`src/rtl/uart_tx_sequencer.sv`:
```
// uart_tx_sequencer: queues result words and streams them to the uart_tx
// byte transmitter, one frame per byte, least-significant byte first.
// A word FIFO decouples the producer from the serial rate. A small FSM
// presents each byte, pulses the active-low start and then waits for the
// transmitter's end-of-frame pulse. A timer aborts the rest of a word if
// the transmitter never answers.
module uart_tx_sequencer #(
    parameter int WORD_W     = 32,
    parameter int FIFO_DEPTH = 8,
    parameter int TIMEOUT    = 64
) (
    input  logic                          clk_uart,
    input  logic                          rst,
    input  logic [WORD_W-1:0]             word_i,
    input  logic                          word_valid_i,
    output logic                          word_ready_o,
    output logic                          enable_tx_o,
    output logic [7:0]                    uart_byte_o,
    input  logic                          finished_tx_i,
    output logic                          busy_o,
    output logic [$clog2(FIFO_DEPTH):0]   fifo_count_o,
    output logic                          timeout_err_o,
    output logic [15:0]                   words_sent_o
);

    localparam int BYTES = WORD_W / 8;
    localparam int PTR_W = $clog2(FIFO_DEPTH);
    localparam int CNT_W = PTR_W + 1;
    localparam int IDX_W = (BYTES > 1) ? $clog2(BYTES) : 1;
    localparam int TMR_W = $clog2(TIMEOUT);

    localparam logic [CNT_W-1:0] CNT_FULL = CNT_W'(FIFO_DEPTH);
    localparam logic [IDX_W-1:0] IDX_LAST = IDX_W'(BYTES - 1);
    localparam logic [TMR_W-1:0] TMR_LAST = TMR_W'(TIMEOUT - 1);

    typedef enum logic [1:0] {
        IDLE  = 2'd0,
        SETUP = 2'd1,
        START = 2'd2,
        WAIT  = 2'd3
    } state_t;

    // Word FIFO storage and bookkeeping
    logic [WORD_W-1:0] mem [FIFO_DEPTH];
    logic [PTR_W-1:0]  wr_ptr;
    logic [PTR_W-1:0]  rd_ptr;
    logic [CNT_W-1:0]  count;
    logic              push;
    logic              pop;
    logic [WORD_W-1:0] head;

    // Sequencer state
    state_t            state;
    logic [WORD_W-1:0] shift;
    logic [WORD_W-1:0] shifted;
    logic [IDX_W-1:0]  byte_idx;
    logic [TMR_W-1:0]  timer;

    // Ready is derived from the registered count only, so it never depends
    // on the same-cycle pop; a full FIFO refuses a word even while popping.
    assign word_ready_o = (count < CNT_FULL);
    assign push         = word_valid_i && word_ready_o;
    // The FSM only takes a new word once the previous one has completed or aborted.
    assign pop          = (state == IDLE) && (count != '0);
    assign head         = mem[rd_ptr];
    assign shifted      = shift >> 8;
    assign fifo_count_o = count;
    assign busy_o       = (state != IDLE);

    // FIFO storage write; data needs no reset since count gates every read
    always_ff @(posedge clk_uart) begin
        if (push) begin
            mem[wr_ptr] <= word_i;
        end
    end

    // FIFO pointers and occupancy; pointers wrap naturally at the power-of-2 depth
    always_ff @(posedge clk_uart) begin
        if (rst) begin
            wr_ptr <= '0;
            rd_ptr <= '0;
            count  <= '0;
        end else begin
            if (push) begin
                wr_ptr <= wr_ptr + PTR_W'(1);
            end
            if (pop) begin
                rd_ptr <= rd_ptr + PTR_W'(1);
            end
            case ({push, pop})
                2'b10:   count <= count + CNT_W'(1);
                2'b01:   count <= count - CNT_W'(1);
                default: count <= count;
            endcase
        end
    end

    // Byte sequencer: pop a word, then SETUP -> START -> WAIT for each byte
    always_ff @(posedge clk_uart) begin
        if (rst) begin
            state         <= IDLE;
            enable_tx_o   <= 1'b1;
            uart_byte_o   <= 8'h00;
            byte_idx      <= '0;
            timer         <= '0;
            timeout_err_o <= 1'b0;
            words_sent_o  <= 16'h0000;
        end else begin
            case (state)
                IDLE: begin
                    enable_tx_o <= 1'b1;
                    if (pop) begin
                        // Load the byte now so it is already stable during SETUP,
                        // one full cycle ahead of the start strobe.
                        shift       <= head;
                        uart_byte_o <= head[7:0];
                        byte_idx    <= '0;
                        state       <= SETUP;
                    end
                end

                SETUP: begin
                    uart_byte_o <= shift[7:0];
                    enable_tx_o <= 1'b0;
                    state       <= START;
                end

                START: begin
                    // The strobe is low only while in START, so it lasts one cycle.
                    enable_tx_o <= 1'b1;
                    timer       <= '0;
                    state       <= WAIT;
                end

                WAIT: begin
                    enable_tx_o <= 1'b1;
                    // A finish on the last timer cycle still counts as a normal finish.
                    if (finished_tx_i) begin
                        if (byte_idx == IDX_LAST) begin
                            words_sent_o <= words_sent_o + 16'd1;
                            state        <= IDLE;
                        end else begin
                            shift       <= shifted;
                            uart_byte_o <= shifted[7:0];
                            byte_idx    <= byte_idx + IDX_W'(1);
                            state       <= SETUP;
                        end
                    end else if (timer == TMR_LAST) begin
                        // Abandon the remaining bytes of this word; the flag is sticky.
                        timeout_err_o <= 1'b1;
                        state         <= IDLE;
                    end else begin
                        timer <= timer + TMR_W'(1);
                    end
                end

                default: begin
                    enable_tx_o <= 1'b1;
                    state       <= IDLE;
                end
            endcase
        end
    end

endmodule

```
`config.mk`:
```
export PLATFORM = sky130hd
export DESIGN_NAME = uart_tx_sequencer
export DESIGN_NICKNAME = d
export VERILOG_FILES = /design/src/rtl/uart_tx_sequencer.sv
export SDC_FILE = /design/constraint.sdc
export NUM_CORES = 1
export LEC_CHECK = 0
export CAP_MARGIN = 20
export CORE_UTILIZATION = 50
export CTS_CLUSTER_DIAMETER = 120
export DETAILED_ROUTE_END_ITERATION = 6
export GPL_TIMING_DRIVEN = 0
export PLACE_DENSITY = 0.68
export SETUP_SLACK_MARGIN = 0.02
export SYNTH_ARGS = -nofsm -noshare
export SYNTH_HDL_FRONTEND = slang
export SYNTH_SLANG_ARGS = --single-unit
```
`constraint.sdc`:
```
create_clock -name clk_uart -period 4 [get_ports clk_uart]
set_input_delay 0.4 -clock clk_uart [delete_from_list [all_inputs] [get_ports clk_uart]]
set_output_delay 0.4 -clock clk_uart [all_outputs]
set_load 0.02 [all_outputs]
```
Word-level counts from Yosys, hierarchy flattened. Memory sizes are Yosys's and may differ from the RTL's. A register that Yosys moved wholly into a read port is not among the register bits. Cells that the tools add are included.

$add $sub $neg: 7. Magnitude comparators: 1. Equality and inequality tests: 13. Multiplexer cells: 26. Bitwise logic cells: 2. Reduce and logical (&&, ||, !) cells: 17.

Operator list (number): $mux 32 (3); $pmux 32 s2 (1); $mux 8 (3); $pmux 8 s3 (1); $add 16x1->16 const B (1); $mux 2 (6); $mux 6 (2); $pmux 6 s2 (1); $ne 2x2->1 const B (5); $reduce_and 3->1 (3); $eq 2x2->1 const B (4); $pmux 2 s4 (1); $pmux 4 s2 (1); $reduce_and 4->1 (2); $reduce_bool 2->1 (4); $add 3x1->3 const B (2); $add 6x1->6 const B (1); $eq 6x6->1 const B (1); $mux 3 (2); $reduce_and 5->1 (1); $add 4x1->4 const B (1); $eq 2x1->1 const B (2); $lt 4x4->1 const B (1); $pmux 2 s2 (1); 12 further kinds (16).

Register bits: 78. Bits in writable memories: 256. Input port bits: 36. Output and inout port bits: 32. Word-level logic and storage cells: 78. Memories: 1.

Memory list: mem (depth 8, width 32, read ports 1, clocked after Yosys merged registers in 1, wr ports 1, line 44) `logic [WORD_W-1:0] mem [FIFO_DEPTH];`.

Longest topological paths before layout.
Depth in word-level cells: 4. Depth in mapped cells: 12. Gate-level depth less buffers: 11.

Worst setup path before layout. No wires, ideal clock.

Path type: register to register. Start: register count[3], in the netlist fifo_count_o[3]. End: memory mem[0][0] (enable). Library setup time: 0.461 ns. Arrival: 3.115 ns. Data required time: 3.539 ns. Slack: 0.423 ns. Cell stages (with the launch flop): 5. Buffers on the path: 1. Clock period less this slack: 3.577 ns. Cells stage by stage: dfxtp_1 -> nor2b_1 -> clkbuf_1 -> nand2b_1 -> nor3_1.

Word-level cells in the longest chain between the ends: 4.

RTL lines: start: declaration (line 47) `logic [CNT_W-1:0] count;`; start signal: assignment (line 91) `2'b10: count <= count + CNT_W'(1);`; start signal: assignment (line 92) `2'b01: count <= count - CNT_W'(1);`; start signal: assignment (line 93) `default: count <= count;`; $lt 4x4->1 (line 61) `assign word_ready_o = (count < CNT_FULL);`; $logic_and 1x1->1 (line 62) `assign push = word_valid_i && word_ready_o;`; $mux 1 (line 72) `if (push) begin`; $mux 1 (not written as such) (line 73) `mem[wr_ptr] <= word_i;`; end: declaration (line 44).

Every way passes these cells.

Final worst setup path.
Start: register count[1], in the netlist fifo_count_o[1]. End: register count[2], in the netlist fifo_count_o[2].

Word-level cells in the longest chain between the ends: 4. Elaborated cells between the ends (all ways): 10. Those cells by class: add/sub: 2; order compare: 1; eq/ne: 2; mux: 1; reduce/logical: 4.

RTL lines: $reduce_bool 4->1 * (line 64) `assign pop = (state == IDLE) && (count != '0);`; $logic_and 1x1->1 * (line 64); named net pop (line 49) `logic pop;`; $eq 2x1->1 / $eq 2x2->1 (equally long branches) (line 90) `case ({push, pop})`; $pmux 4 s2 / $reduce_bool 2->1 (equally long branches).

Mark *: on every way through the listed nets, which the timed path passes. The rest lies on a longest branch. A chain may end at the register's enable or synchronous reset.

==> results_dict.tcl <==
set metrics [dict create \
    final_antenna_net_count 0 \
    io_buffers 66 \
    clkPwrFrac_pct 30.4 \
    p_leak_nw 5.12 \
    clkTransAtPathRegs_ps 60 \
    yosys_warnings 0 \
    finalMaxSlewViolations 0 \
    hold_depth 3 \
    initial_core_util_pct 50.9 \
    hold_violations 0 \
    fp.dieArea_mm2 0.0272 \
    grt_use_total_pct 21.3 \
    crit_path_end_kind "flip-flop" \
    p_int_mw 7.13 \
    crit_family "simple AND/OR/NAND/NOR gates" \
    critical_path_buf_inv_count 2 \
    drt-vias-per-instance 5.81 \
    cts.sinks 337 \
    top_layer "met4" \
    first_pass_iters 5 \
    antenna_found_initial 1 \
    syn_area_mm2 0.0133 \
    maxCapViolCount 0 \
    num_vias 7092 \
    crit_path_max_fanout 7 \
    clock_path_buffers 3 \
    synth_area_leaders "edfxtp_1 65%, mux4_2 11%, dfxtp_1 7.4%" \
    status "complete, no violations" \
    wl_met2_um 13700 \
    hpwl_um 17900 \
    skew_ps 24.4 \
    ctsHoldBuffers 0 \
    grt_max_degree 25 \
    wl_per_cell_um 22.5 \
    tns_ps 0 \
    powerDensity_mw_per_mm2 629 \
    nFillCells 1869 \
    die_y_um 165 \
    synthesis.nets 793 \
    clock-root-buffer "clkbuf_16" \
    crit_cells 11 \
    worstPathCellList "buf_2, nor4_4, nand2b_1, inv_1, ha_1, xor2_1, ha_1, a21oi_1, xor2_1, or3_2, a21oi_1" \
    synthArstFlopShare_pct 0 \
    wl_met1_um 11600 \
    p_sw_mw 2.77 \
    grt_overflow 0 \
    fmax_mhz 356 \
    required_ps 4430 \
    grt_pass1_wl_um 42000 \
    seq_area_mm2 0.00963 \
    synth_top_area_share_pct 65.1 \
    avgSynthCellArea_um2 17.9 \
    crit_path_top_delay_cell "nor4_4" \
    met3_length_um 1550 \
    rsz0062_at_grt "false" \
    worstMarginPinSlew_ps 944 \
    combPwrFrac_pct 23.8 \
    setup_violations 0 \
    worst-setup-path-type "flip-flop to flip-flop" \
    dp_slack_ps 913 \
    period_minus_slack_ps 2810 \
    synth_top_flop_cell "edfxtp_1" \
    rows 59 \
    gp_congestion 0.789 \
    worst_slack_ps 1190 \
    cpPeakStageDelay_ps 460 \
    io_pins 68 \
    synth_seq_area_share_pct 72.5 \
    rr_worst_depth 11 \
    fp.dieW_um 165 \
    syn_to_final_growth_pct 18.5 \
    nets 911 \
    finalCritPeriodShare_pct 70.2 \
    startpoint_type "flip-flop" \
    synth_top_cells_by_count "288 x edfxtp_1, 64 x mux4_2, 56 x nand2_1" \
    layout-drive-gt1-share_pct 18.4 \
    slew_headroom_pct 36.7 \
    grt_pass1_vias 7268 \
    swShare_pct 28.0 \
    synth_edf_count 288 \
    synthCells 743 \
    yosysTopAreaCell "edfxtp_1" \
    cts_buffers 35 \
    synth.lib_cells_used.distinct 49 \
    tritoncts "yes" \
    wirelength_um 27500 \
    multi_input_area_mm2 0.00349 \
    ys_ff_latch 337 \
    synth.most_common_cell "edfxtp_1" \
    cp_data_arrival_time_ps 3240 \
    htree_num_levels 2 \
    post_cts_buffers 0 \
    drt_iter0_markers 668 \
    fp.coreArea_mm2 0.0261 \
    power_frac_seq_pct 45.7 \
    ctsResizeCount 0 \
    drc 0 \
    clkLatencyLatePin_ps 530 \
    hold_path.class "primary input to flip-flop" \
    vdd_ir_drop_max_mv 0.416 \
]
through the flow:
step	cells	cell area (µm²)	util [%]	power, mW	hold WS, ps
floorplan	743	13300	-	6.12	468
global placement	1144	14400	55.1	6.75	462
detailed placement	1159	14700	56.3	6.97	471
CTS	1220	15700	60.4	9.96	416
global route	1220	15700	60.4	10.3	467
finish	1221	15700	60.4	9.90	417
registers in the layout, indices dropped and copies added, names as in the netlist, named ones only:
name,cells
rd_ptr,3
shift,32
byte_idx,2
words_sent_o,16
uart_byte_o,8
timer,6
state,2
timeout_err_o,1
mem,256
wr_ptr,3
enable_tx_o,1
fifo_count_o,4
power groups by stage:
stage | registers, mW | clock network (mW) | logic (mW)
after floorplan | 4.60 | 0 | 1.52
after global placement | 4.59 | 0 | 2.16
after detailed placement | 4.59 | 0 | 2.37
after CTS | 4.52 | 3.06 | 2.38
after global routing | 4.56 | 3.20 | 2.55
final | 4.53 | 3.01 | 2.36
cells in the final DEF (no fill, tap or decap), types with 3 or more instances in the layout:
cell             count
edfxtp_1           288
clkdlybuf4s50_1     66
mux4_2              64
nand2_1             56
dfxtp_1             49
mux2i_1             45
nor2_1              39
clkbuf_16           36
o21ai_0             27
clkbuf_1            17
nand3_1             15
ha_1                14
buf_2                9
inv_1                9
xor2_1               9
a21oi_1              9
xnor2_1              9
nor3_1               8
clkinv_1             8
buf_4                7
buf_6                7
buf_1                7
o22ai_1              7
nand2b_1             6
nor2_4               6
nor2b_1              5
mux2_2               5
and3_1               4
o211ai_1             4
clkinv_2             4
buf_16               4
nor4_4               3
buf_8                3
nand4_1              3
buf_12               3
routing by layer:
layer  global-route usage, %  up-vias
li1                        -     3161
met3                    3.94       56
met4                    6.63        0
met5                       0        -
met2                    35.3      243
met1                    28.6     3632
worst reg2reg max path: stages (launching register included):
cell      delay (ps)
dfxtp_1          310
buf_2            170
nor4_4           460
nand2b_1         290
inv_1             90
ha_1             250
xor2_1           160
ha_1             180
a21oi_1          160
xor2_1           110
or3_2            410
a21oi_1          150
cell families (layout without fill, tap and decap cells):
group,count (synthesis),after routing,share of synthesized area [%]
flops,337,337,72.5
simple gates,156,156,5.65
mux,114,114,14.7
compound gates,62,62,3.03
buf+inv,42,184,1.61
xor+xnor,18,18,1.19
fa+ha+maj,14,14,1.32
other cells,0,1,0
final timing paths:
path                                       from          endpoint  slack, ps
worst max register to register  fifo_count_o[1]   fifo_count_o[2]       1190
worst min-delay path                        rst  words_sent_o[15]        420
worst min register to register    timeout_err_o     timeout_err_o        480
worst max-delay path            fifo_count_o[1]   fifo_count_o[2]       1190
area by class of cell:
cell class	count	share of cell area, %
flip-flops and latches	337	61.2
multi-input cells	364	22.2
clock buffers	46	6.03
repair buffers	81	5.90
well taps	335	2.66
plain buffers	33	1.15
clock inverters	15	0.668
inverters	9	0.215
diodes	1	0.0159
Power figures use the tool's default switching activity.
==> RTL change: new RTL, same settings <==
Register the output `timeout_err_o` once more, cleared by the reset; this adds one clock of latency there. The other outputs are not delayed to match.
--- a/src/rtl/uart_tx_sequencer.sv
+++ b/src/rtl/uart_tx_sequencer.sv
@@ -41,2 +41,4 @@
     } state_t;
+
+    logic timeout_err_s0;
 
@@ -105,3 +107,3 @@
             timer         <= '0;
-            timeout_err_o <= 1'b0;
+            timeout_err_s0 <= 1'b0;
             words_sent_o  <= 16'h0000;
@@ -149,3 +151,3 @@
                         // Abandon the remaining bytes of this word; the flag is sticky.
-                        timeout_err_o <= 1'b1;
+                        timeout_err_s0 <= 1'b1;
                         state         <= IDLE;
@@ -164,2 +166,10 @@
 
+    always_ff @(posedge clk_uart) begin
+        if (rst) begin
+            timeout_err_o <= '0;
+        end else begin
+            timeout_err_o <= timeout_err_s0;
+        end
+    end
+
 endmodule
Behaviour: no difference found for any inputs over 4 cycles, from zero or initial values and one cycle with rst high; that may be too few to reach the edited logic, so the function may still have changed.
==> RTL change against the unedited design <==
- setup slack lost 0.024 ns
- design area grew 0.44%
- sequential cell count grew 1
- sequential power is essentially flat
- critical path type unchanged
- area after synthesis shrank 0.16%
- clock skew shrank 0.012 ns
- total power grew 1.0%
- wire length shrank 3.4%
==> RTL change: results (changes against the unedited design) <==
| Metric | Value |
|---|---|
| Slew HR | `44.6% (+7.9 points)` |
| Worst R2R Setup Slack | `1.17 ns (-0.02 ns)` |
| Met3 wire len | `1.30 mm (-16%)` |
| Hold crit path type | `reg -> reg` |
| CTS Buf Count | `36 (+2.9%)` |
| Mux share of post-synthesis cell area | `14.5% (-0.16 points)` |
| Synth Net Count | `799 (+0.76%)` |
| DR top layer | `met5` |
| Final net count | `920 (+0.99%)` |
| Met2 wire len | `13.6 mm (-0.73%)` |
| Skew-Pair Late Insertion Delay | `0.51 ns (-0.02 ns)` |
| Avg WL per Cell | `21.6 um (-4.3%)` |
| Synth top cells by count | `edfxtp_1, mux4_2, nand2_1, dfxtp_1, mux2i_1` |
| Synth Area in Adders | `1.32% (+0.0021 points)` |
| Met3 Use GR | `2.91% (-1.0 points)` |
| 1st-pass router iterations | `7 (+2)` |
| Vias per std cell | `5.76 (-0.89%)` |
| P_sw | `2710 uW (-2.1%)` |
| Global Route met2 Usage | `35.1% (-0.13 points)` |
| Layout cells sized above 1 | `18.2% (-0.25 points)` |
| CP max stage delay | `0.48 ns (+0.02 ns)` |
| Seq/Total Area, Yosys | `72.8% (+0.27 points)` |
| PortBufs | `67 (+1.5%)` |
| Vias in the first global route | `7362 (+1.3%)` |
| Leakage power | `0.00509 uW (-0.54%)` |
| Status | `finished clean` |
| ANT cells | `0 (-1)` |
| Met1 usage | `27.4% (-1.2 points)` |
| M1 WL | `11.1 mm (-3.7%)` |
| Synth Area in XOR/XNOR | `1.19% (+0.0019 points)` |
| CP max-delay cell | `nor4_4` |
| Synth Area in Compound Gates | `2.97% (-0.052 points)` |
| Crit path DAT | `3.26 ns (+0.02 ns)` |
| GR Util All Layers | `20.6% (-0.69 points)` |
| Gpl congestion | `0.825 (+4.5%)` |
| Ranking of synthesized cells by area | `edfxtp_1, mux4_2, dfxtp_1, mux2i_1, nand2_1` |
| First-pass GRT wire length | `41.4 mm (-1.3%)` |
-- RTL change: changes by cell type in the layout (fill, tap and decap cells not counted), moves of 4 or more --
cell	unedited run	this run
or3_1	1	7
buf_1	7	3
nand3_1	15	8
clkbuf_1	17	22
buf_16	4	0
buf_2	9	14
o21ai_0	27	32
buf_4	7	1
buf_6	7	11
-- RTL change: cell type report --
type                    instances  area [um2]
plain buffers                  34         156
clock buffers                  47         985
clock inverters                18         168
fillers                      1887       10300
inverters                       8        30.0
multi-input cells             369        3490
flip-flops and latches        338        9650
well taps                     335         419
repair buffers                 83         903
-- RTL change: power groups by stage --
stage	logic, uW	registers (uW)	clock network [uW]
finish	2280	4520	3200
global route	2480	4560	3400
global placement	2110	4610	0
CTS	2310	4520	3260
floorplan	1480	4610	0
detailed placement	2300	4600	0
-- RTL change: worst paths after layout --
check / startpoint / endpoint / cells past startpoint
hold reg to reg: timeout_err_s0$_SDFFE_PP0P_ / timeout_err_o$_SDFF_PP0_ / 1
hold / removal: timeout_err_s0$_SDFFE_PP0P_ / timeout_err_o$_SDFF_PP0_ / 1
setup / recovery: fifo_count_o[1]$_SDFFE_PP0P_ / fifo_count_o[2]$_SDFFE_PP0P_ / 11
setup reg to reg: fifo_count_o[1]$_SDFFE_PP0P_ / fifo_count_o[2]$_SDFFE_PP0P_ / 11
-- RTL change: cells by family after synthesis --
group	count (synthesis)
buffers and inverters	42
xor gates and xnor gates	18
muxes	112
AOI/OAI and AO/OA	66
and+or+nand+nor	159
adders and majority gates	14
DFF	338
-- RTL change: stage by stage --
step                      hold slack [ns]  cells  setup slack (ns)
after floorplan                     0.429    749             0.423
after detailed placement            0.461   1167             0.776
after global placement              0.455   1151             -2.65
final                               0.477   1232              1.17
after global routing                0.494   1232             0.956
after CTS                           0.477   1232              1.19
